`src/rtl/half_subtractor.sv`:
```
// -----------------------------------------------------------------------------
// half_subtractor
//
// One-bit half subtractor with a registered copy of its result and a
// saturating counter of qualified borrow events.
//
// The combinational outputs d/borrow are pure gate functions of a/b. They
// ignore clk, reset and the control inputs, and X/Z on a or b propagate
// through them unmasked. The registered path captures d/borrow only on
// in_valid cycles and holds otherwise. out_valid is in_valid delayed by
// one clock.
//
// Ports:
//   clk        in   rising-edge clock
//   rst_n      in   asynchronous active-low reset (clears all state)
//   a          in   minuend bit
//   b          in   subtrahend bit
//   in_valid   in   qualifies a/b for the registered path and the counter
//   clr_cnt    in   synchronous clear of borrow_cnt (wins over increment)
//   d          out  combinational difference, a ^ b
//   borrow     out  combinational borrow, ~a & b
//   d_q        out  registered difference
//   borrow_q   out  registered borrow
//   out_valid  out  in_valid delayed by one clock
//   borrow_cnt out  saturating count of valid borrow events
// -----------------------------------------------------------------------------
module half_subtractor #(
    parameter int CNT_W = 16
) (
    input  logic             clk,
    input  logic             rst_n,
    input  logic             a,
    input  logic             b,
    input  logic             in_valid,
    input  logic             clr_cnt,
    output logic             d,
    output logic             borrow,
    output logic             d_q,
    output logic             borrow_q,
    output logic             out_valid,
    output logic [CNT_W-1:0] borrow_cnt
);

    localparam logic [CNT_W-1:0] CNT_MAX = '1;

    logic             d_d;
    logic             borrow_d;
    logic             out_valid_d;
    logic             out_valid_q;
    logic [CNT_W-1:0] borrow_cnt_d;
    logic [CNT_W-1:0] borrow_cnt_q;

    // Gate-level difference and borrow; no masking so X/Z stays visible.
    always_comb begin
        d      = a ^ b;
        borrow = ~a & b;
    end

    always_comb begin
        d_d          = d_q;
        borrow_d     = borrow_q;
        out_valid_d  = in_valid;
        borrow_cnt_d = borrow_cnt_q;

        if (in_valid) begin
            d_d      = d;
            borrow_d = borrow;
        end

        // Clear has priority; otherwise count qualified borrows, sticking at max.
        if (clr_cnt) begin
            borrow_cnt_d = '0;
        end else if (in_valid && borrow && (borrow_cnt_q != CNT_MAX)) begin
            borrow_cnt_d = borrow_cnt_q + CNT_W'(1);
        end
    end

    always_ff @(posedge clk or negedge rst_n) begin
        if (!rst_n) begin
            d_q          <= 1'b0;
            borrow_q     <= 1'b0;
            out_valid_q  <= 1'b0;
            borrow_cnt_q <= '0;
        end else begin
            d_q          <= d_d;
            borrow_q     <= borrow_d;
            out_valid_q  <= out_valid_d;
            borrow_cnt_q <= borrow_cnt_d;
        end
    end

    assign out_valid  = out_valid_q;
    assign borrow_cnt = borrow_cnt_q;

endmodule

```
`config.mk`:
```
export PLATFORM = sky130hd
export DESIGN_NAME = half_subtractor
export DESIGN_NICKNAME = d
export VERILOG_FILES = /design/src/rtl/half_subtractor.sv
export SDC_FILE = /design/constraint.sdc
export NUM_CORES = 1
export LEC_CHECK = 0
export CORE_MARGIN = 2
export CORE_UTILIZATION = 50
export DETAILED_ROUTE_END_ITERATION = 10
export GPL_TIMING_DRIVEN = 0
export HOLD_SLACK_MARGIN = 0.08
export PLACE_DENSITY = 0.84
export SYNTH_ARGS = -nofsm -noshare
export SYNTH_HDL_FRONTEND = slang
export SYNTH_SLANG_ARGS = --single-unit
```
`constraint.sdc`:
```
create_clock -name clk -period 3.6 [get_ports clk]
set_input_delay 0.36 -clock clk [delete_from_list [all_inputs] [get_ports clk]]
set_output_delay 0.36 -clock clk [all_outputs]
set_load 0.02 [all_outputs]
```
==> impl_summary.txt <==
----------------------------------------------------
[Synthesis]
  Count of mapped cells out of synthesis ... 105
  Cell taking the most area after synthesis ... sky130_fd_sc_hd__dfrtp_1
  Number of distinct standard cells referenced by the synthesized netlist ... 30
  Cells taking the most area after synthesis ... sky130_fd_sc_hd__dfrtp_1, sky130_fd_sc_hd__a21oi_1, sky130_fd_sc_hd__or3_1
  Share of the synthesized area in the top cell type ... 46.57%
  Synth Area per Inst ... roughly 9.7 um^2
  Post-synthesis sequential area ratio ... between 40 and 50%
  Cell area after technology mapping ... just over 0.001 mm^2
  Most instantiated cells after synthesis ... sky130_fd_sc_hd__dfrtp_1, sky130_fd_sc_hd__a21oi_1, sky130_fd_sc_hd__or3_1, sky130_fd_sc_hd__nand2_1, sky130_fd_sc_hd__nand4_1
  Share of flip-flops with an asynchronous set or reset ... between 90% and 100%
  Post-synthesis net count ... 113
  Number of flops mapped to enable cells by yosys ... 0
  Ys flop type ... sky130_fd_sc_hd__dfrtp_1
  Most frequent cell after synthesis ... sky130_fd_sc_hd__dfrtp_1
  Total of warnings raised by yosys ... 0
  Synth Register Bits ... 19

[Detailed routing]
  Detailed Route Iter0 Violations ... 24
  DRC violation count after routing ... 0
  Antenna violation net count after detailed routing ... 0
  Total length of routed wires ... about 2300 um
  Via density per instance ... between 5 and 6
  Vias after detailed routing ... 958
  Wire per inst ... 14.43 um
  Number of detailed-routing iterations run before antenna repair ... 4

[Worst setup path]
  Worst reg2reg startpoint ... borrow_cnt[0]
  Critical-path maximum fanout ... 2
  Critical path class ... in -> out
  Worst path required time ... 3.24 ns
  Startpoint type of the worst setup path ... input pin
  Crit-path max cell delay ... 0.59 ns
  Sequence of cells on the critical path ... clkdlybuf4s50_1, inv_1, ha_1, inv_1, clkdlybuf4s50_1
  Type of destination of the critical path ... output pin
  Max stage delay cell, worst path ... sky130_fd_sc_hd__clkdlybuf4s50_1
  Data arrival, critical path ... about 1.8 ns
  Critical path startpoint ... a

[Hold path]
  Class of the most critical hold timing path ... in -> reg
  Launch instance of the worst min-delay path ... clr_cnt

[CTS]
  H-tree depth ... 1
  Deepest clock path buffer count ... 2
  TritonCTS buffer count ... 3
  Clock Sinks ... 19
  Clock Tree Root ... sky130_fd_sc_hd__clkbuf_4
  Number of instances resized during post-cts repair ... 0
  Clock transition at the register clock pins on the worst setup and hold paths after CTS ... about 0.10 ns
  Clock latency of the later-clocked register in the worst-skew pair ... 0.29 ns
  Number of buffers inserted by hold repair at cts ... 0
  TritonCTS clock tree ... built
  Post-CTS Setup Inserts ... 0

[Timing]
  Headroom to the max-slew limit ... 43.20%
  Post-Route Skew ... 0.005789 ns
  Total count of hold-check failures in the final report ... 0
  Fin worst setup slack ... 1.458 ns
  Max frequency ... around 0.47 GHz
  Hold_ws ... between 0.4 and 0.5 ns
  Count of final setup violators ... 0
  Pins over their slew limit ... 0
  Total negative setup slack ... 0 ns
  Portion of the clock cycle consumed by the worst path in the final layout ... about three fifths
  Unrepaired setup endpoints after global routing ... no
  Slew at the pin closest to its max-slew limit ... between 0.8 and 0.9 ns
  Clock period minus final worst setup slack ... 2.142 ns

[Pwr]
  Power density over cell area ... 273.9 mW/mm^2
  Cell leakage power ... a little over 0.0005 uW
  Post-layout total power ... around 360 uW
  IR drop worst, VDD ... 0.2417 mV

[Floorplan]
  Initial core utilization ... ~53%
  Number of core rows ... 16
  Width of the die ... roughly 49 um
  Die Outline Area ... roughly 0.0024 mm^2
  Vertical die dimension ... 49.19 um
  Placeable core region ... approximately 0.0019 mm^2
  Top-level port count ... 27

[Flow run]
  Max-cap violations ... 0

[Global route]
  Wire length of the first global-routing pass ... 3981 um
  Number of antenna violations at the first check in global routing ... 0
  Pin count of the biggest net entering global routing ... 20
  Combined global-route utilization of all metal layers ... a little over a fifth
  Vias in the first global route ... 960
  Remaining global-route overflow ... 0

[Layout]
  Ratio of cells with drive above 1 in the final layout ... slightly above 8%
  Antenna cell count ... 0
  Number of nets in the layout ... 143
  Layout overhead on the synthesized area ... 30.39%
  Post-route cell area ... around 0.0013 mm^2

[Placed design]
  Post-placement worst setup slack ... around 1.3 ns
  Routability cong. ... approximately 0.83
  Placed cell area ... 0.001305 mm^2
  HPWL after DPL ... around 1700 um
  Number of buffer cells added on primary ports ... 25

[Run status]
  Outcome ... finished clean

----------------------------------------------------
cell usage in the layout, fill, tap and decap left out, drive strengths merged:
| cell type | netlist | layout |
|---|---|---|
| or2 | 1 | 1 |
| nor4 | 2 | 2 |
| or4 | 5 | 5 |
| mux2 | 1 | 1 |
| o21ai | 10 | 10 |
| a21oi | 13 | 13 |
| o31ai | 5 | 5 |
| ha | 2 | 2 |
| buf | 4 | 4 |
| o41ai | 1 | 1 |
| clkdlybuf4s50 | 0 | 25 |
| and3 | 1 | 1 |
| nor3b | 1 | 1 |
| or3b | 1 | 1 |
| inv | 4 | 4 |
| clkbuf | 1 | 5 |
| nand3 | 3 | 3 |
| a31oi | 2 | 2 |
| nand2 | 7 | 7 |
| or3 | 8 | 8 |
| o21a | 1 | 1 |
| and4 | 3 | 3 |
| o311ai | 1 | 1 |
| a21boi | 1 | 1 |
| nand4 | 8 | 8 |
| dfrtp | 19 | 19 |
report_power, final:
group	total (uW)	switching [uW]	internal [uW]	leakage (uW)
Combinational	39.7	22.2	17.5	0.000229
Clock	106	62.9	43.0	0.0000150
Sequential	219	2.04	217	0.000260
worst paths after layout:
check,to,slack [ns],cells after the start
min in group asynchronous,borrow_cnt[7],0.54,1
setup reg to reg,borrow_cnt[1],1.61,6
setup / recovery,d,1.46,5
max in group asynchronous,borrow_cnt[14],2.53,1
hold reg to reg,d_q,0.52,1
hold / removal,borrow_cnt[2],0.42,2
critical path, delay by kind of cell:
kind,cells,cell delay (ns)
buf+inv,4,1.15
fa+ha+maj,1,0.27
layer usage:
metal  vias to the layer above  GRT usage (%)  routed length, um
met5                         -              0                  0
met4                         0          12.86                 20
met3                         4          3.374                108
met2                        39          33.33               1115
met1                       444          26.19               1078
li1                        471              -                  -
kinds of logic after synthesis:
| family | synth area share (%) |
|---|---|
| AND/OR/NAND/NOR | 25.98 |
| AO/OA/AOI/OAI | 19.36 |
| flip-flops | 46.57 |
| buffers and inverters | 4.533 |
| adder cells (fa/ha/maj) | 2.451 |
| multiplexers | 1.103 |
final cells by class:
type | count | area [um^2]
inverters | 4 | 15.01
multi-input cells | 77 | 499.2
fillers | 163 | 610.6
well taps | 27 | 33.78
plain buffers | 5 | 31.28
repair buffers | 25 | 250.2
clock buffers | 4 | 26.28
flip-flops and latches | 19 | 475.5
registers in the layout, indices dropped and copies added, names as in the netlist:
signal / cells
borrow_cnt: 16
out_valid: 1
d_q: 1
borrow_q: 1
per-stage QoR:
step	utilization (%)	instances
global route	68.56	161
CTS	68.56	161
detailed placement	67.20	157
global placement	67.20	157
finish	68.56	161
floorplan	-	105
Note: power is estimated with default switching activity, not from simulation.
